## config.mk

```make
export PLATFORM = sky130hd
export DESIGN_NAME = seg_pipe_accumulator_flat
export DESIGN_NICKNAME = d
export VERILOG_FILES = /design/src/rtl/seg_pipe_accumulator_if.sv /design/src/rtl/seg_pipe_accumulator.sv /design/src/flat_wrapper.sv
export SDC_FILE = /design/constraint.sdc
export NUM_CORES = 1
export LEC_CHECK = 0
export CAP_MARGIN = 25
export CORE_ASPECT_RATIO = 1.75
export CORE_MARGIN = 10
export CORE_UTILIZATION = 48
export DETAILED_ROUTE_END_ITERATION = 8
export PLACE_DENSITY_LB_ADDON = 0.15
export SETUP_SLACK_MARGIN = 0.5
export SLEW_MARGIN = 20
export SYNTH_ARGS = -nofsm -noshare
export SYNTH_HDL_FRONTEND = slang
export SYNTH_SLANG_ARGS = --single-unit
```

## constraint.sdc

```tcl
create_clock -name clk -period 5.51 [get_ports clk]
set_input_delay 0.551 -clock clk [delete_from_list [all_inputs] [get_ports clk]]
set_output_delay 0.551 -clock clk [all_outputs]
set_load 0.02 [all_outputs]
```

## src/rtl/seg_pipe_accumulator_if.sv

```systemverilog
// Run/stream interface of seg_pipe_accumulator.
//   master drives : start, len, in_valid, in_data
//   slave drives  : in_ready, busy, done, result, overflow
interface seg_pipe_accumulator_if #(
  parameter int unsigned DATA_W  = 32,
  parameter int unsigned ACC_W   = 32,
  parameter int unsigned COUNT_W = 9
) ();
  logic               start;
  logic [COUNT_W-1:0] len;
  logic               in_valid;
  logic               in_ready;
  logic [DATA_W-1:0]  in_data;
  logic               busy;
  logic               done;
  logic [ACC_W-1:0]   result;
  logic               overflow;

  modport master (
    output start, len, in_valid, in_data,
    input  in_ready, busy, done, result, overflow
  );

  modport slave (
    input  start, len, in_valid, in_data,
    output in_ready, busy, done, result, overflow
  );
endinterface

```

## src/rtl/seg_pipe_accumulator.sv

```systemverilog
// Streaming accumulator: sums len input words into an ACC_W-bit total using
// SEGS carry-pipelined adder segments, then flushes the carries and reports.
// Ports:
//   clk, rst   clock, synchronous active-high reset
//   bus        seg_pipe_accumulator_if.slave
//              start/len    run request (len sampled with start)
//              in_valid/in_ready/in_data  word stream
//              busy, done, result, overflow  status and registered result
module seg_pipe_accumulator #(
  parameter int unsigned DATA_W  = 32,
  parameter int unsigned ACC_W   = 32,
  parameter int unsigned SEGS    = 2,
  parameter int unsigned COUNT_W = 9
) (
  input  logic                  clk,
  input  logic                  rst,
  seg_pipe_accumulator_if.slave bus
);
  localparam int unsigned SEG_W = ACC_W / SEGS;
  localparam int unsigned SUM_W = SEG_W + 1;
  localparam int unsigned FL_W  = (SEGS > 1) ? $clog2(SEGS) : 1;
  localparam logic [FL_W-1:0] FL_LAST = FL_W'(SEGS - 1);

  typedef enum logic [1:0] {S_IDLE, S_ACCUM, S_FLUSH, S_DONE} state_e;

  state_e             state_q, state_d;
  logic [COUNT_W-1:0] cnt_q, cnt_d;
  logic [FL_W-1:0]    fl_q, fl_d;
  logic [SEG_W-1:0]   seg_q [SEGS];
  logic [SEG_W-1:0]   seg_d [SEGS];
  // carry_q[k] is the registered carry into segment k; bit 0 stays 0
  logic [SEGS-1:0]    carry_q, carry_d;
  logic               ovf_acc_q, ovf_acc_d;
  logic [ACC_W-1:0]   result_q, result_d;
  logic               overflow_q, overflow_d;
  logic               done_q, done_d;
  logic               busy_q, busy_d;
  logic               in_ready_q, in_ready_d;

  logic               beat_c;
  logic [ACC_W-1:0]   data_ext_c;
  logic [SEG_W-1:0]   seg_in_c [SEGS];
  logic [SUM_W-1:0]   sum_c [SEGS];
  logic               top_carry_c;

  assign bus.in_ready = in_ready_q;
  assign bus.busy     = busy_q;
  assign bus.done     = done_q;
  assign bus.result   = result_q;
  assign bus.overflow = overflow_q;

  // Per-segment adders: one SEG_W-bit add each, carries taken from registers
  always_comb begin
    beat_c     = bus.in_valid && in_ready_q;
    data_ext_c = ACC_W'(bus.in_data);
    for (int unsigned k = 0; k < SEGS; k++) begin
      seg_in_c[k] = beat_c ? data_ext_c[k*SEG_W +: SEG_W] : '0;
      sum_c[k]    = SUM_W'(seg_q[k]) + SUM_W'(seg_in_c[k]) + SUM_W'(carry_q[k]);
    end
    top_carry_c = sum_c[SEGS-1][SEG_W];
  end

  // Next-state and datapath control
  always_comb begin
    state_d    = state_q;
    cnt_d      = cnt_q;
    fl_d       = fl_q;
    carry_d    = carry_q;
    ovf_acc_d  = ovf_acc_q;
    result_d   = result_q;
    overflow_d = overflow_q;
    for (int unsigned k = 0; k < SEGS; k++) seg_d[k] = seg_q[k];

    case (state_q)
      S_IDLE, S_DONE: begin
        if (bus.start) begin
          cnt_d      = COUNT_W'(bus.len);
          fl_d       = '0;
          carry_d    = '0;
          ovf_acc_d  = 1'b0;
          overflow_d = 1'b0;
          for (int unsigned k = 0; k < SEGS; k++) seg_d[k] = '0;
          if (bus.len != '0) begin
            state_d = S_ACCUM;
          end else begin
            state_d  = S_DONE;
            result_d = '0;
          end
        end else if (state_q == S_DONE) begin
          state_d = S_IDLE;
        end
      end

      S_ACCUM, S_FLUSH: begin
        carry_d[0] = 1'b0;
        for (int unsigned k = 0; k < SEGS; k++) begin
          seg_d[k] = sum_c[k][SEG_W-1:0];
          if (k + 1 < SEGS) carry_d[k+1] = sum_c[k][SEG_W];
        end
        ovf_acc_d = ovf_acc_q | top_carry_c;

        if (state_q == S_ACCUM) begin
          if (beat_c) begin
            cnt_d = cnt_q - COUNT_W'(1);
            if (cnt_q == COUNT_W'(1)) begin
              state_d = S_FLUSH;
              fl_d    = '0;
            end
          end
        end else if (fl_q == FL_LAST) begin
          // carries are all zero by now, so the segments hold the final sum
          result_d = '0;
          for (int unsigned k = 0; k < SEGS; k++) result_d[k*SEG_W +: SEG_W] = sum_c[k][SEG_W-1:0];
          overflow_d = ovf_acc_d;
          state_d    = S_DONE;
        end else begin
          fl_d = fl_q + FL_W'(1);
        end
      end

      default: state_d = S_IDLE;
    endcase

    done_d     = (state_d == S_DONE);
    busy_d     = (state_d == S_ACCUM) || (state_d == S_FLUSH);
    in_ready_d = (state_d == S_ACCUM);
  end

  // State and datapath registers
  always_ff @(posedge clk) begin
    if (rst) begin
      state_q    <= S_IDLE;
      cnt_q      <= '0;
      fl_q       <= '0;
      carry_q    <= '0;
      ovf_acc_q  <= 1'b0;
      result_q   <= '0;
      overflow_q <= 1'b0;
      done_q     <= 1'b0;
      busy_q     <= 1'b0;
      in_ready_q <= 1'b0;
      for (int unsigned k = 0; k < SEGS; k++) seg_q[k] <= '0;
    end else begin
      state_q    <= state_d;
      cnt_q      <= cnt_d;
      fl_q       <= fl_d;
      carry_q    <= carry_d;
      ovf_acc_q  <= ovf_acc_d;
      result_q   <= result_d;
      overflow_q <= overflow_d;
      done_q     <= done_d;
      busy_q     <= busy_d;
      in_ready_q <= in_ready_d;
      for (int unsigned k = 0; k < SEGS; k++) seg_q[k] <= seg_d[k];
    end
  end
endmodule
```

## src/flat_wrapper.sv

```systemverilog
// flat-port wrapper written by rule: the top's interface ports become plain ports
module seg_pipe_accumulator_flat 
#(
  parameter int unsigned DATA_W  = 32,
  parameter int unsigned ACC_W   = 32,
  parameter int unsigned SEGS    = 2,
  parameter int unsigned COUNT_W = 9
)
  (clk, rst, bus_start, bus_len, bus_in_valid, bus_in_data, bus_in_ready, bus_busy, bus_done, bus_result, bus_overflow);
  seg_pipe_accumulator_if #(.DATA_W(DATA_W), .ACC_W(ACC_W), .COUNT_W(COUNT_W)) bus_i ();
  input  logic clk;
  input  logic rst;
  input wire logic [$bits(bus_i.start)-1:0] bus_start;
  input wire logic [$bits(bus_i.len)-1:0] bus_len;
  input wire logic [$bits(bus_i.in_valid)-1:0] bus_in_valid;
  input wire logic [$bits(bus_i.in_data)-1:0] bus_in_data;
  output wire logic [$bits(bus_i.in_ready)-1:0] bus_in_ready;
  output wire logic [$bits(bus_i.busy)-1:0] bus_busy;
  output wire logic [$bits(bus_i.done)-1:0] bus_done;
  output wire logic [$bits(bus_i.result)-1:0] bus_result;
  output wire logic [$bits(bus_i.overflow)-1:0] bus_overflow;
  assign bus_i.start = bus_start;
  assign bus_i.len = bus_len;
  assign bus_i.in_valid = bus_in_valid;
  assign bus_i.in_data = bus_in_data;
  assign bus_in_ready = bus_i.in_ready;
  assign bus_busy = bus_i.busy;
  assign bus_done = bus_i.done;
  assign bus_result = bus_i.result;
  assign bus_overflow = bus_i.overflow;
  seg_pipe_accumulator #(.DATA_W(DATA_W), .ACC_W(ACC_W), .SEGS(SEGS), .COUNT_W(COUNT_W)) u_core (.clk(clk), .rst(rst), .bus(bus_i));
endmodule
```

==> results by group, run 1 <==
Route
  – DR vias: 4358
  – ANT nets after route: 0
  – DRT Pass-1 Iters: 5
  – Detailed-route DRC error count: 0
  – Wire per inst: 16.8 um
  – Routed wire length: 12.7 mm
  – Vias per cell: 5.79
  – DR iter-0 viols: 204

Final layout
  – Syn-to-layout area delta: 25.1%
  – Final core occ: 62.2%
  – Finished Layout Cells: 753
  – Commonest non-fill, non-tap cells in the layout: dfxtp_1, clkdlybuf4s50_1, nor2_1, a21oi_1, ha_1
  – Final Instance Area: 5920 um^2
  – Nets: 711
  – Multi-input logic area: 2910 um^2
  – FF/Latch Area: 1640 um^2
  – Layout cells sized above 1: 5.71%
  – Filler cell count: 869
  – Ant diodes: 0
  – Leading cell type in the layout, fill and taps excluded: dfxtp_1

Timing
  – Slew of the pin with the lowest slew margin: 0.997 ns
  – Worst setup margin: 1.74 ns
  – Final hold vios: 0
  – Pins Over Slew Limit: 0
  – Setup TNS: 0 ns
  – Final number of setup-violating endpoints: 0
  – Fmax: 0.265 GHz
  – Final hold slack: 0.460 ns
  – Final min period: 3.77 ns
  – Fin crit share: 68.4%
  – RSZ-0062 raised after global routing: no
  – Clock skew: 0.00802 ns
  – Max transition margin: 33.5%

Placed design
  – Pre-CTS setup slack: 1.44 ns
  – IO buf count: 80
  – Inst Count DP: 737
  – Placed Area: 5620 um^2
  – HPWL after DPL: 9.20 mm
  – Final GP Congestion: 0.940

Pwr
  – Power Dens Cells: 361 nW/um^2
  – Maximum vdd drop: 272 uV
  – Leak Pwr: 2.51 nW
  – Tot Pwr: 2.14 mW

Global routing
  – Largest net degree at the start of global routing: 48
  – Vias in the first global route: 4450
  – Remaining global-route overflow: 0
  – First-pass GRT wire length: 21.1 mm
  – Number of antenna violations at the first check in global routing: 0
  – GRT Resource Usage Total: 18.0%

Synthesis
  – Syn Area/Cell: 8.56 um^2
  – Post-synth EDFFs: 0
  – Asr flop ratio synth: 0%
  – Register area share after synthesis: 34.7%
  – FF+latch count, synth: 82
  – Synth warn: 0
  – Area contributors post-synth: dfxtp_1, ha_1, a22o_1, nor2_1, a21oi_1
  – Synth Instances: 553
  – Yosys cell types: 58
  – Mapped cell area: 4730 um^2
  – Synth Flop Type: dfxtp_1
  – Area leader, netlist: dfxtp_1
  – Post-Syn Nets: 638
  – Synth top area share: 34.7%

Worst hold path
  – Hold path depth: 2
  – Hold_sp: u_core.ovf_acc_q
  – Hold Path Sink: u_core.ovf_acc_q
  – Worst min-delay path category: reg2reg

Worst setup path
  – Register-to-Register Path Depth: 12
  – RR Endpoint: u_core.bus.result[30]
  – R2r setup slk: 2.13 ns
  – CP arrival: 4.00 ns
  – Data required, critical path: 5.74 ns
  – CP startpoint kind: input port
  – CP Class: in2reg
  – Crit path capture type: register
  – CP Max Fanout: 30
  – Reg-to-reg startpoint: u_core.bus.in_ready

Clocking
  – Clk buf depth: 2
  – Post-CTS sizing: 0
  – Hold Buf Count CTS: 0
  – Clk Latency, worst-skew pair: 0.34 ns
  – Clock root buffer: clkbuf_16
  – CTS Sinks: 82
  – CTS tree: yes
  – Cts bufs inserted: 9
  – Post-CTS setup buffer count: 0
  – H-tree depth: 3
  – Clk pin slew, worst setup/hold paths: 0.06 ns

Floorplan
  – Die H: 151 um
  – Core box area: 9530 um^2
  – Ports: 81
  – Die W: 95.1 um
  – Die ar.: 14400 um^2
  – Starting Density: 49.7%
  – Row count: 47

Status
  – Outcome: complete, no violations

Run
  – Max Cap Viol: 0
-- logic make-up (layout without fill, tap and decap cells) --
logic type | after synthesis | in the layout | synth area share, %
simple gates | 184 | 184 | 19.2
compound gates | 167 | 167 | 23.8
flops | 82 | 82 | 34.7
buf+inv | 43 | 121 | 4.04
fa+ha+maj | 40 | 40 | 11.0
xor+xnor | 22 | 22 | 4.07
mux | 15 | 15 | 3.17
-- state kept, by name, indices dropped and copies added (netlist names) --
signal and cells:
u_core.seg_q 32, u_core.bus.busy 1, u_core.bus.in_ready 1, u_core.bus.result 32
u_core.cnt_q 9, u_core.bus.done 1, u_core.ovf_acc_q 1, u_core.bus.overflow 1
u_core.fl_q 1, u_core.state_q 2, u_core.carry_q 1
-- per-layer routing --
metal  GRT usage [%]  wire, um
met3            4.06       653
met4            6.69       244
met2            32.3      6650
met1            19.7      5100
met5               0         0
-- cell usage after synthesis (7+ instances only) --
library cell,n
and3_1,31
inv_1,17
dfxtp_1,82
nand2b_1,7
ha_1,37
o21a_1,7
nand3_1,8
clkbuf_1,20
nor2b_1,12
a22o_1,32
nand2_1,31
nor2_1,68
xor2_1,7
mux2i_1,15
xnor2_1,15
a21oi_1,45
o21ai_0,28
-- worst max-delay path by stage --
stage | start | to | slack [ns] | depth (start not counted)
floorplan | bus_in_valid | u_core.bus.result[30] | 2.53 | 11
global placement | bus_in_valid | u_core.bus.result[30] | 1.55 | 13
detailed placement | bus_in_valid | u_core.bus.result[30] | 1.44 | 13
CTS | bus_in_valid | u_core.bus.result[30] | 1.78 | 13
global route | bus_in_valid | u_core.bus.result[30] | 1.48 | 13
finish | bus_in_valid | u_core.bus.result[30] | 1.74 | 13
-- where the power goes --
group          internal [mW]  total (mW)  switching (mW)
sequential             0.660       0.706          0.0461
combinational          0.303       0.818           0.515
clock                  0.364       0.615           0.251
total                   1.33        2.14           0.812
-- critical path, stage by stage --
cell	delay (ns)
clkdlybuf4s50_1	0.46
buf_4	0.29
and2_0	0.31
nand2_1	0.13
fa_1	0.48
fa_1	0.44
nand2b_1	0.18
a21oi_1	0.14
a211o_1	0.23
a21oi_1	0.11
o31ai_1	0.30
xor2_1	0.12
a22o_1	0.21
-- layout make-up --
class / instances / share of cell area (%)
tap: 122 / 2.58
multi-input combinational: 428 / 49.0
clock buffer: 10 / 4.03
sequential: 82 / 27.7
clock inverter: 6 / 1.10
timing repair buffer: 88 / 14.4
inverter: 17 / 1.08
Note: power is estimated with default switching activity, not from simulation.
==> run 2: changes to the inputs <==
- clock period: 5.51 -> 3.25 ns (I/O delays scaled with it)
==> run 2 against run 1 <==
Clock-buffer cell count grew 1; die area is the same; first-iteration DRC count shrank 11%; worst setup slack lost 1.1 ns; critical endpoint is now u_core.bus.result[24]; clock power grew 89%; worst hold slack lost 0.00097 ns; highest routed layer unchanged; clock skew is essentially flat; flip-flop and latch count is the same.
==> results by group, run 2 (synthesis gave the netlist of run 1 again) <==
Timing
  – Fmax: 0.379 GHz
  – Final hold vios: 0
  – Slew of the pin with the lowest slew margin: 0.710 ns
  – Max transition margin: 52.6%
  – Final number of setup-violating endpoints: 0
  – RSZ-0062 raised after global routing: yes
  – Pins Over Slew Limit: 0
  – Fin crit share: 81.1%
  – Clock skew: 0.00778 ns
  – Final min period: 2.64 ns
  – Final hold slack: 0.459 ns

Status
  – Outcome: complete, no violations

Placed design
  – Inst Count DP: 749
  – HPWL after DPL: 9.68 mm
  – Placed Area: 5710 um^2
  – IO buf count: 80
  – Final GP Congestion: 0.912

Clocking
  – CTS tree: yes
  – Clock root buffer: clkbuf_16
  – H-tree depth: 3
  – Clk pin slew, worst setup/hold paths: 0.06 ns
  – Clk buf depth: 2
  – Hold Buf Count CTS: 0
  – Cts bufs inserted: 9
  – Clk Latency, worst-skew pair: 0.34 ns
  – CTS Sinks: 82

Worst setup path
  – CP startpoint kind: register
  – Crit-path cells: and2_4 -> nand2_1 -> fa_2 -> fa_2 -> nand2b_1 -> a21oi_1 -> a211o_1 -> buf_4 -> a21o_1 -> a21oi_1 -> xnor2_1 -> a22o_1
  – CP arrival: 2.86 ns
  – Crit path capture type: register
  – CP Class: reg2reg
  – Crit path from: u_core.bus.in_ready
  – Reg-to-reg startpoint: u_core.bus.in_ready
  – Data required, critical path: 3.48 ns
  – CP Max Fanout: 3
  – CP max stage cell: fa_2
  – Max stage delay on crit path: 0.41 ns

Route
  – Detailed-route DRC error count: 0
  – ANT nets after route: 0
  – Vias per cell: 5.76
  – Routed wire length: 13.1 mm
  – DR iter-0 viols: 182
  – DR vias: 4414
  – Wire per inst: 17.1 um
  – DRT Pass-1 Iters: 5

Final layout
  – Nets: 724
  – Layout cells sized above 1: 8.70%
  – Syn-to-layout area delta: 28.7%
  – Commonest non-fill, non-tap cells in the layout: dfxtp_1, clkdlybuf4s50_1, nor2_1, a21oi_1, ha_1
  – Final Instance Area: 6090 um^2
  – Finished Layout Cells: 766
  – Final core occ: 63.9%
  – Leading cell type in the layout, fill and taps excluded: dfxtp_1
  – Ant diodes: 0

Floorplan
  – Die W: 95.1 um
  – Row count: 47
  – Core box area: 9530 um^2
  – Die H: 151 um
  – Ports: 81
  – Die ar.: 14400 um^2
  – Starting Density: 49.7%

Global routing
  – First-pass GRT wire length: 21.6 mm
  – Vias in the first global route: 4611
  – Number of antenna violations at the first check in global routing: 0
  – GRT Resource Usage Total: 18.5%
  – Remaining global-route overflow: 0
  – Largest net degree at the start of global routing: 47

Pwr
  – Power Dens Cells: 625 nW/um^2
  – Tot Pwr: 3.81 mW
  – Maximum vdd drop: 541 uV
  – Leak Pwr: 2.61 nW

Run
  – Max Cap Viol: 0

Worst hold path
  – Hold_sp: u_core.bus.result[23]
  – Worst min-delay path category: reg2reg
run 2: changes by cell type in the layout (fill, tap and decap cells not counted), moves of 2 or more:
cell,previous run,this run
fa_2,0,2
bufinv_16,1,3
clkbuf_1,0,2
fa_1,3,1
buf_4,8,20
run 2: final timing paths:
check / cells past startpoint / slack (ns) / endpoint
worst max register to register: 12 / 0.61 / u_core.bus.result[24]
worst min-delay path: 2 / 0.46 / u_core.bus.result[23]
worst max-delay path: 12 / 0.61 / u_core.bus.result[24]
worst min register to register: 2 / 0.46 / u_core.bus.result[23]
run 2: timing repair:
item                       4_1_cts  5_1_grt
resized for setup                5        7
buffers inserted                 0        1
hold endpoints to repair         0        0
pin swaps                        4        3
setup endpoints to repair       26       19
run 2: stage by stage:
stage	worst slack, ns	setup TNS (ns)
2_1_floorplan	0.513	0
3_3_place_gp	-0.0189	-0.0189
3_5_place_dp	-0.0154	-0.0222
4_1_cts	0.555	0
5_1_grt	0.490	0
6_report	0.615	0
run 2: report_power, final:
| part | internal [mW] | leakage (nW) | total, mW | switching (mW) |
|---|---|---|---|---|
| sequential | 1.12 | 0.664 | 1.21 | 0.0863 |
| clock | 0.750 | 0.160 | 1.16 | 0.406 |
| combinational | 0.563 | 1.78 | 1.44 | 0.881 |
| total | 2.44 | 2.61 | 3.81 | 1.37 |
run 2: cell type report:
class	instances	area, um^2
repair buffers	101	965
flip-flops and latches	82	1650
clock inverters	5	103
inverters	17	63.8
fillers	873	3430
clock buffers	11	233
multi-input cells	428	2930
well taps	122	153
run 2: routing by layer:
metal  vias up  global-route usage (%)  part of all wire, %
met5         -                       0                    0
met4         0                    9.17                  3.3
met3        32                    4.36                  5.3
met2       111                    32.8                   52
met1      2089                    19.8                   39
li1       2182                       -                    -
run 2: worst max-delay path, delay by kind of cell (launching register included):
kind / cells / cell delay (ns)
fa+ha+maj: 2 / 0.79
compound gates: 5 / 0.70
simple gates: 3 / 0.40
flops: 1 / 0.37
xor+xnor: 1 / 0.15
buf+inv: 1 / 0.14
==> run 3: changes to the inputs <==
- clock period: 3.25 -> 2.6 ns (I/O delays scaled with it)
==> run 3 against run 2 <==
The run now ends with setup timing left; non-clock buffer count is 61 higher; worst hold slack worse by 0.15 ns; utilization is 12 points higher; via count is 8.6% higher; sequential power is 26% higher; clock power is 36% higher; maximum frequency is 1.0% higher; clock-buffer cell count stayed put; register-to-register slack worse by 0.62 ns; cell area is 18% higher; cell count is 8.0% higher; power is 41% higher; critical endpoint is now u_core.seg_q[0][30].
==> results by group, run 3 (synthesis gave the netlist of run 1 again) <==
Worst setup path
  – CP startpoint kind: register
  – Data required, critical path: 2.88 ns
  – CP arrival: 2.89 ns
  – CP Max Fanout: 3
  – Crit path capture type: register
  – CP Class: reg2reg

Route
  – Detailed-route DRC error count: 0
  – ANT nets after route: 0
  – DR iter-0 viols: 175
  – Vias per cell: 5.80
  – DR vias: 4793
  – Wire per inst: 18.6 um
  – Routed wire length: 15.4 mm
  – DRT Pass-1 Iters: 5

Status
  – Violated checks: setup timing
  – Outcome: complete, but fails checks

Clocking
  – H-tree depth: 3
  – Clk Latency, worst-skew pair: 0.34 ns
  – Clock root buffer: clkbuf_16
  – Cts bufs inserted: 9
  – Clk pin slew, worst setup/hold paths: 0.06 ns
  – CTS Sinks: 82
  – Hold Buf Count CTS: 0
  – CTS tree: yes
  – Clk buf depth: 2

Worst hold path
  – Worst min-delay path category: in2reg

Placed design
  – Inst Count DP: 787
  – Final GP Congestion: 0.924
  – Pre-CTS setup slack: -0.507 ns
  – IO buf count: 80
  – HPWL after DPL: 10.3 mm
  – Placed Area: 6130 um^2

Final layout
  – Leading cell type in the layout, fill and taps excluded: dfxtp_1
  – Syn-to-layout area delta: 52.1%
  – Final core occ: 75.6%
  – Layout cells sized above 1: 28.2%
  – Finished Layout Cells: 827
  – Nets: 785
  – Ant diodes: 0
  – Commonest non-fill, non-tap cells in the layout: dfxtp_1, clkdlybuf4s50_1, buf_4, nor2_1, a22o_1
  – Final Instance Area: 7200 um^2

Global routing
  – Largest net degree at the start of global routing: 40
  – Vias in the first global route: 5089
  – Number of antenna violations at the first check in global routing: 0
  – First-pass GRT wire length: 24.2 mm
  – GRT Resource Usage Total: 21.0%
  – Remaining global-route overflow: 0

Timing
  – RSZ-0062 raised after global routing: yes
  – Final min period: 2.61 ns
  – Fmax: 0.383 GHz
  – Final number of setup-violating endpoints: 2
  – Max transition margin: 52.4%
  – Slew of the pin with the lowest slew margin: 0.714 ns
  – Clock skew: 0.00375 ns
  – Fin crit share: 100%
  – Pins Over Slew Limit: 0
  – Worst setup margin: -0.00815 ns
  – Final hold vios: 0

Floorplan
  – Core box area: 9530 um^2
  – Row count: 47
  – Die H: 151 um
  – Starting Density: 49.7%
  – Ports: 81
  – Die W: 95.1 um
  – Die ar.: 14400 um^2

Run
  – Max Cap Viol: 0

Pwr
  – Maximum vdd drop: 756 uV
  – Power Dens Cells: 744 nW/um^2
  – Tot Pwr: 5.36 mW
  – Leak Pwr: 3.03 nW
[run 3: metrics by stage]
step / TNS [ns] / hold WS [ns]
global route: -0.515 / 0.335
global placement: -10.40 / 0.443
finish: -0.00839 / 0.305
floorplan: 0 / 0.426
CTS: 0 / 0.303
detailed placement: -12.57 / 0.450
[run 3: path summary, 6_finish.rpt]
path / start / endpoint / slack, ns / cells after the start
setup / recovery: u_core.bus.in_ready / u_core.seg_q[0][30] / -0.008 / 11
hold / removal: rst / u_core.bus.result[22] / 0.31 / 2
setup reg to reg: u_core.bus.in_ready / u_core.seg_q[0][30] / -0.008 / 11
hold reg to reg: u_core.bus.result[21] / u_core.bus.result[21] / 0.46 / 2
[run 3: worst max-delay path, stage by stage, from the launching register on]
cell	delay, ns
dfxtp_4	0.37
and2_4	0.17
nand2_2	0.06
fa_2	0.36
fa_2	0.36
nand2b_4	0.16
a21oi_2	0.14
a211o_1	0.18
a21oi_2	0.09
o31ai_2	0.23
xor2_1	0.25
a22o_1	0.17
[run 3: metal layers]
metal  share of wire [%]  track usage (%)  vias to the layer above  wire (um)
met5                   0                0                        -          0
met4                 3.3             9.02                        0        513
met3                 4.7             4.36                       34        726
met2                  55             39.6                      135       8470
met1                  37             21.3                     2324       5690
li1                    -                -                     2300          -
[run 3: what timing repair did]
action | 4_1_cts | 5_1_grt
setup endpoints to repair | 60 | 72
gates resized for setup | 48 | 52
endpoints found under the hold margin | 0 | 0
cloned | 2 | 0
setup buffers | 13 | 9
pin swaps | 39 | 33
[run 3: final cells by class]
| class | instances | area (um^2) |
|---|---|---|
| sequential | 82 | 1650 |
| multi-input combinational | 428 | 3470 |
| clock inverter | 5 | 125 |
| tap | 122 | 153 |
| clock buffer | 11 | 243 |
| fill | 705 | 2320 |
| timing repair buffer | 162 | 1500 |
| inverter | 17 | 66.3 |
[run 3: where the power goes]
| group | internal [mW] | leakage [nW] | switching [mW] | total, mW |
|---|---|---|---|---|
| clock network | 1.06 | 0.180 | 0.519 | 1.58 |
| registers | 1.40 | 0.664 | 0.128 | 1.53 |
| logic | 0.974 | 2.18 | 1.27 | 2.25 |
| total | 3.44 | 3.03 | 1.92 | 5.36 |
